<file path="config.mk">
export PLATFORM = sky130hd
export DESIGN_NAME = icache
export DESIGN_NICKNAME = d
export VERILOG_FILES = /design/src/rtl/cpu_types_pkg.sv /design/src/rtl/icache.sv
export SDC_FILE = /design/constraint.sdc
export NUM_CORES = 1
export LEC_CHECK = 0
export BUFFER_PORTS_ARGS = -buffer_cell sky130_fd_sc_hd__buf_2
export CAP_MARGIN = 15
export CELL_PAD_IN_SITES_DETAIL_PLACEMENT = 1
export CELL_PAD_IN_SITES_GLOBAL_PLACEMENT = 1
export CORE_MARGIN = 2
export CORE_UTILIZATION = 55
export DETAILED_ROUTE_END_ITERATION = 16
export PLACE_DENSITY = 0.89
export SLEW_MARGIN = 20
export SYNTH_ARGS = -nofsm -noshare
export SYNTH_HDL_FRONTEND = slang
export SYNTH_SLANG_ARGS = --single-unit
</file>
<file path="constraint.sdc">
create_clock -name CLK -period 4.25 [get_ports CLK]
set_input_delay 0.425 -clock CLK [delete_from_list [all_inputs] [get_ports CLK]]
set_output_delay 0.425 -clock CLK [all_outputs]
set_load 0.02 [all_outputs]
</file>
<file path="src/rtl/cpu_types_pkg.sv">
// rtl/cpu_types_pkg.sv - shared datapath/cache types
package cpu_types_pkg;

  localparam int WORD_W = 32;

  typedef logic [WORD_W-1:0] word_t;

  typedef enum logic {
    IDLE = 1'b0,
    FILL = 1'b1
  } icache_state_t;

endpackage

</file>
<file path="src/rtl/icache.sv">
// rtl/icache.sv - direct-mapped read-only instruction cache, one word per frame
module icache
  import cpu_types_pkg::*;
#(
  parameter int SETS          = 16,
  parameter bit PC_RESET_SAFE = 1'b1
) (
  input  logic  CLK,
  input  logic  nRST,
  input  logic  imemREN,
  input  word_t imemaddr,
  output logic  ihit,
  output word_t imemload,
  output logic  iREN,
  output word_t iaddr,
  input  logic  iwait,
  input  word_t iload
);

  localparam int IB = $clog2(SETS);
  localparam int TW = WORD_W - IB - 2;

  typedef struct packed {
    logic [TW-1:0] tag;
    word_t         data;
  } icache_frame_t;

  icache_state_t state;
  word_t         miss_addr;
  logic [SETS-1:0] valid;
  icache_frame_t   frames [SETS];

  logic [IB-1:0] idx;
  logic [TW-1:0] tag;
  logic [IB-1:0] fill_idx;
  logic [TW-1:0] fill_tag;
  icache_frame_t rd;
  logic          hit;
  logic          fill_done;
  logic          unused_ok;

  assign idx      = imemaddr[IB+1:2];
  assign tag      = imemaddr[WORD_W-1:IB+2];
  assign fill_idx = miss_addr[IB+1:2];
  assign fill_tag = miss_addr[WORD_W-1:IB+2];
  assign unused_ok = ^{imemaddr[1:0], miss_addr[1:0]};

  assign rd        = frames[idx];
  assign hit       = imemREN && valid[idx] && (rd.tag == tag);
  assign fill_done = (state == FILL) && !iwait;

  // Hits are only reported from IDLE, so a redirect during a fill waits for the fill.
  assign ihit     = (state == IDLE) && hit;
  assign imemload = (ihit || !PC_RESET_SAFE) ? rd.data : '0;
  assign iREN     = (state == FILL);
  assign iaddr    = miss_addr;

  always_ff @(posedge CLK or negedge nRST) begin
    if (!nRST) begin
      state     <= IDLE;
      valid     <= '0;
      miss_addr <= '0;
    end else begin
      case (state)
        IDLE: begin
          if (imemREN && !hit) begin
            miss_addr <= {imemaddr[WORD_W-1:2], 2'b00};
            state     <= FILL;
          end
        end
        FILL: begin
          if (!iwait) begin
            valid[fill_idx] <= 1'b1;
            state           <= IDLE;
          end
        end
        default: state <= IDLE;
      endcase
    end
  end

  // Tag/data need no reset; valid alone decides whether a frame is usable.
  always_ff @(posedge CLK) begin
    if (nRST && fill_done) begin
      frames[fill_idx] <= '{tag: fill_tag, data: iload};
    end
  end

endmodule

</file>
==> results of run 1 <==
==> worst max-delay path by stage <==
stage / endpoint / slack (ns) / cells past startpoint
global route: imemload[16] / -0.09 / 11
floorplan: frames[0][0] / 0.27 / 3
CTS: imemload[3] / -0.0007 / 11
global placement: imemload[29] / 0.13 / 11
finish: imemload[30] / 0.01 / 10
detailed placement: imemload[1] / 0.03 / 12
==> metal layers <==
metal / part of all wire, % / global-route usage (%) / vias up
met5: 0.013 / 0 / -
met4: 4.5 / 13.09 / 2
met3: 8.1 / 5.167 / 285
met2: 51 / 48.78 / 1083
met1: 36 / 36.59 / 9852
li1: - / - / 7434
==> through the flow <==
step	power, mW	TNS, ns	instances	utilization [%]
3_5_place_dp	13.03	0	2651	58.76
2_1_floorplan	12.36	0	1659	-
6_report	21.57	0	2838	64.11
5_1_grt	22.04	-1.284	2835	64.10
4_1_cts	21.62	-0.0007296	2830	63.53
3_3_place_gp	12.88	0	2651	58.76
==> repair_timing <==
item | 4_1_cts | 5_1_grt
resized for setup | 13 | 94
hold endpoints to repair | 4 | 0
gates cloned | 0 | 2
setup buffers | 3 | 0
setup endpoints to repair | 33 | 33
pin swaps | 3 | 1
hold buffers | 1 | 0
==> power by group <==
part	switching (mW)	total [mW]	internal, mW	leakage [nW]
registers	0.413	11.4	11.0	8.90
clock network	3.68	8.67	4.99	1.55
logic	0.830	1.48	0.651	3.98
==> critical path, cell delays in order, from the launching register on <==
cell	delay, ns
edfxtp_1	0.38
mux4_1	0.58
mux2i_4	0.22
a2111oi_2	0.14
or4_4	0.59
nor4_4	0.23
nand4b_1	0.28
buf_12	0.24
clkbuf_16	0.20
nor2b_1	0.13
buf_4	0.15
==> synth_stat cells (all sizes together) (4+ instances only) <==
master,n
xor2,11
inv,6
nor2,30
a21oi,6
nand3,6
o21bai,4
nor3,9
dfrtp,47
mux2,38
xnor2,20
nor2b,41
o21ai,8
buf,66
a22o,4
mux4,251
clkbuf,21
edfxtp,928
nand4,5
or3,5
a22oi,5
mux2i,59
a211oi,4
nand2,18
a31oi,5
a21o,10
a221oi,4
==> placed cells by master (no fill, tap or decap), types with 5 or more instances in the layout <==
master	Yosys	final
diode_2	0	6
buf_2	40	93
o21ai_0	7	7
clkinv_1	1	14
a22oi_1	5	5
xor2_1	11	11
edfxtp_1	928	928
dfrtp_1	47	47
or3_1	5	5
inv_1	6	6
bufinv_16	0	13
nor2b_4	0	21
buf_6	10	26
clkinv_2	0	19
nor3_1	9	9
nor2_4	0	16
a21o_1	10	10
nand2_1	18	18
mux2i_1	59	56
nand3_1	6	6
nand4_1	5	5
clkbuf_1	21	18
buf_12	2	28
nor2_1	30	14
buf_4	10	51
mux2_2	9	9
mux4_2	246	248
nor2b_1	41	18
clkbuf_16	0	97
a31oi_1	5	5
a21oi_1	6	6
mux2_4	29	29
xnor2_1	20	19
==> state kept, by name, summed over array words and instances (netlist names) <==
name    count
valid      16
iREN        1
iaddr      30
frames    928
==> kinds of logic (layout without fill, tap and decap cells) <==
kind of cell | count (synthesis) | count (layout) | share of synthesized area (%)
flip-flops | 975 | 975 | 76.40
multiplexers | 348 | 348 | 17.89
AND/OR/NAND/NOR | 137 | 137 | 2.051
buffers and inverters | 95 | 386 | 1.524
AO/OA/AOI/OAI | 71 | 71 | 1.412
XOR/XNOR | 31 | 31 | 0.7143
other | 1 | 8 | 0.009865
==> cell type report <==
| type | instances | area share [%] |
|---|---|---|
| diodes | 6 | 0.03421 |
| repair buffers | 204 | 4.145 |
| well taps | 882 | 2.514 |
| flip-flops and latches | 975 | 66.17 |
| multi-input cells | 589 | 19.84 |
| clock inverters | 58 | 1.539 |
| inverters | 7 | 0.06271 |
| clock buffers | 117 | 5.695 |
==> flow_summary.yaml, run 1 <==
logic_synthesis:
  yosysSeqAreaShare_pct: 76.40
  netlist_area_sq_mm: 0.03801
  ys.flop_type: "edfxtp_1"
  yosysTopAreaCell: "edfxtp_1"
  ys_types: 63
  synth_top_area_share_pct: 73.31
  avgSynthCellArea_sq_um: 22.93
  yosys_warnings: 0
  synth-seq-cells: 975
  synth-edff-count: 928
  synthArstFlopShare_pct: 4.821
  synth_area_leaders: "edfxtp_1, mux4_2, dfrtp_1"
  synth_cells: 1658
timing:
  min_period_over_period_pct: 99.77
  min_period_ns: 4.240
  hold_ws_ns: 0.03079
  skew_ns: 0.02663
  fmax_mhz: 235.8
  relSlewSlack_pct: 33.74
  tightest_slew_ns: 0.9915
  rsz0062_at_grt: "true"
  fin_ws_ns: 0.009596
  slew_viol_final: 0
  hold_viol: 0
  setup_viol: 0
drt:
  drt_iter0_drc: 2252
  routedWlPerCell_um: 35.45
  routed_wl_um: 100600
  vias: 18656
  antenna_left: 0
  vias_per_cell: 6.574
  drc_errors: 0
  drtPass1Iterations: 6
worst_hold_path:
  hold_path.class: "input port to register"
  hold_path_depth: 2
  min_from: "imemaddr[9]"
  holdPathEnd: "iaddr[9]"
flow_run:
  drv_cap: 0
critical_path:
  crit_path_start: "frames[1][46]"
  cp_max_fo: 12
  r2r-start: "frames[1][46]"
  r2r_end: "iaddr[31]"
  r2r_cells: 11
  critical_path_arrival_ns: 3.82
  r2r_slack_ns: 0.90
  required_ns: 3.83
  worstSetupPathType: "register to output port"
  startpoint_type: "register"
  endpoint_kind: "output port"
final_layout:
  nFillCells: 5443
  drive_gt1_share_pct: 35.03
  seqCellArea_sq_mm: 0.02904
  area_growth_pct: 15.47
  fin_nets: 1939
  finalInstanceArea_sq_mm: 0.04389
  multi_input_area_sq_mm: 0.008710
global_routing:
  grt_remaining_overflow: 0
  grt_max_degree: 77
  antenna_found_initial: 4
  grt_pass1_vias: 20431
  grt_pass1_wl_um: 143500
  grt.total_usage_pct: 28.78
clock_network:
  numCtsBuffers: 94
  clk_pin_slew_ns: 0.06
  tritoncts: "done"
  clockBufferDepth: 3
  htree_levels: 3
  clock_latency_ns: 0.67
  cts.sinks: 975
  root_buffer: "clkbuf_16"
floorplan:
  row_count: 96
  die_w_um: 266.9
  initial_core_util_pct: 55.52
  die_area_sq_mm: 0.07123
  core-area_sq_mm: 0.06847
  pin_count: 134
  fp.dieH_um: 266.9
placed_design:
  port_buffers: 129
  post-place-ws_ns: 0.02867
  place.gp.congestion: 0.7641
  placed_cell_area_sq_mm: 0.04023
  hpwl_um: 53590
run_status:
  outcome: "complete, no violations"
power_and_ir_drop:
  power.density_mw_per_mm2: 491.5
  ir_worst_vdd_mv: 0.3794
  leakagePower_nw: 14.42
(Power assumes the default switching activity.)
==> run 2, diff against run 1 <==
--- a/config.mk
+++ b/config.mk
@@ -9,6 +9,7 @@
 export CAP_MARGIN = 15
 export CELL_PAD_IN_SITES_DETAIL_PLACEMENT = 1
 export CELL_PAD_IN_SITES_GLOBAL_PLACEMENT = 1
+export CORE_ASPECT_RATIO = 1.1
 export CORE_MARGIN = 2
 export CORE_UTILIZATION = 55
 export DETAILED_ROUTE_END_ITERATION = 16
==> constraint.sdc (replaced) <==
create_clock -name CLK -period 4.4 [get_ports CLK]
set_input_delay 0.44 -clock CLK [delete_from_list [all_inputs] [get_ports CLK]]
set_output_delay 0.44 -clock CLK [all_outputs]
set_load 0.02 [all_outputs]
==> run 2 against run 1 <==
Against the previous run:
- clock power is 5.5% lower
- combinational power shrank 5%
- flip-flop and latch count unchanged
- die area about the same
- count of clock-buffer cells in the layout is 3 higher
- critical endpoint is now imemload[9]
- sequential share of layout area up 0.71 points
- critical path depth stayed put
- cell area is 1.1% lower
==> flow_summary.yaml, run 2 (synthesis gave the netlist of run 1 again) <==
drt:
  routed_wl_um: 99260
  antenna_left: 0
  drc_errors: 0
  vias_per_cell: 6.479
  drtPass1Iterations: 5
  vias: 18652
  routedWlPerCell_um: 34.48
  drt_iter0_drc: 1886
final_layout:
  top_register: "frames"
  drive_gt1_share_pct: 33.38
  largest_reg_flops: 928
  fin_nets: 1938
  most-common-layout-cells: "edfxtp_1, mux4_2, buf_2"
  mostFrequentLayoutCell: "edfxtp_1"
  final_cells: 2879
  area_growth_pct: 14.24
critical_path:
  startpoint_type: "register"
  r2r_slack_ns: 0.84
  required_ns: 3.96
  r2r_cells: 9
  r2r_end: "iaddr[5]"
  cp_max_fo: 33
  r2r-start: "frames[14][46]"
  endpoint_kind: "output port"
  critical_path_arrival_ns: 3.85
  worstSetupPathType: "register to output port"
  crit_path_start: "frames[14][46]"
  crit_end: "imemload[9]"
placed_design:
  hpwl_um: 53000
  port_buffers: 129
  place.gp.congestion: 0.7544
  dp_cells: 2698
timing:
  fmax_mhz: 232.8
  skew_ns: 0.01911
  min_period_over_period_pct: 97.61
  tightest_slew_ns: 1.096
  rsz0062_at_grt: "false"
  fin_setup_tns_ns: 0
  hold_viol: 0
  slew_viol_final: 0
  relSlewSlack_pct: 26.76
  setup_viol: 0
  min_period_ns: 4.295
power_and_ir_drop:
  leakagePower_nw: 14.24
  power.density_mw_per_mm2: 475.0
  ir_worst_vdd_mv: 0.4543
clock_network:
  numCtsBuffers: 95
  clock_latency_ns: 0.68
  htree_levels: 3
  clk_pin_slew_ns: 0.06
  root_buffer: "clkbuf_16"
  tritoncts: "done"
  cts.sinks: 975
  clockBufferDepth: 3
floorplan:
  initial_core_util_pct: 55.29
  die_w_um: 254.7
  fp.dieH_um: 279.7
  core-area_sq_mm: 0.06875
  die_area_sq_mm: 0.07123
  pin_count: 134
  row_count: 101
global_routing:
  antenna_found_initial: 7
  grt.total_usage_pct: 28.73
  grt_pass1_vias: 20277
  grt_pass1_wl_um: 143900
  grt_max_degree: 65
  grt_remaining_overflow: 0
run_status:
  outcome: "complete, no violations"
flow_run:
  drv_cap: 0
worst_hold_path:
  hold_path_depth: 2
  hold_path.class: "input port to register"
run 2: what timing repair did:
item | 4_1_cts | 5_1_grt
hold buffers | 1 | 0
endpoints found under the setup margin | 33 | 33
setup buffers | 0 | 1
gates resized for setup | 2 | 5
hold endpoints to repair | 6 | 0
pin swaps | 1 | 3
run 2: where the power goes:
group / switching [mW] / internal [mW] / leakage, nW
clock network: 3.60 / 4.58 / 1.52
logic: 0.791 / 0.616 / 3.83
registers: 0.403 / 10.6 / 8.90
run 2: layout make-up:
class | instances | area, sq um
multi-input combinational | 589 | 8534
clock inverter | 57 | 590.6
sequential | 975 | 29040
antenna | 2 | 5.005
fill | 5594 | 25320
clock buffer | 120 | 2531
timing repair buffer | 202 | 1535
inverter | 7 | 27.53
tap | 927 | 1160
run 2: worst min-delay path by stage:
stage,slack (ns),startpoint,endpoint
final,0.03,imemaddr[25],iaddr[25]
after global routing,0.03,iwait,iREN
after CTS,0.009,imemaddr[25],iaddr[25]
after detailed placement,0.32,nRST,valid[13]
after global placement,0.31,nRST,valid[13]
after floorplan,0.14,nRST,iREN
run 2: critical path: stages, from the launching register on:
cell and delay, ns:
edfxtp_1 0.40, mux2i_1 0.27, a22oi_1 0.19, a211oi_2 0.32, a2111oi_0 0.18, or4_4 0.62
nor4_4 0.28, nand4b_1 0.24, buf_12 0.23, nor2b_1 0.19, buf_2 0.19
run 2: per-layer routing:
metal / global-route usage (%) / part of all wire (%)
met4: 11.13 / 3.5
met2: 48.87 / 52
met5: 0 / 0.081
met1: 37.24 / 36
met3: 5.036 / 7.9
run 2: through the flow:
| stage | setup slack, ns | hold slack, ns | total power [mW] | cell area (sq um) | util, % |
|---|---|---|---|---|---|
| 3_3_place_gp | 0.2945 | 0.3140 | 12.44 | 40250 | 58.55 |
| 4_1_cts | 0.04400 | 0.008532 | 20.73 | 43390 | 63.12 |
| 5_1_grt | 0.002867 | 0.03099 | 21.12 | 43420 | 63.16 |
| 3_5_place_dp | 0.1174 | 0.3175 | 12.59 | 40250 | 58.55 |
| 2_1_floorplan | 0.4158 | 0.1444 | 11.93 | 38020 | - |
| 6_report | 0.1053 | 0.03028 | 20.63 | 43430 | 63.17 |
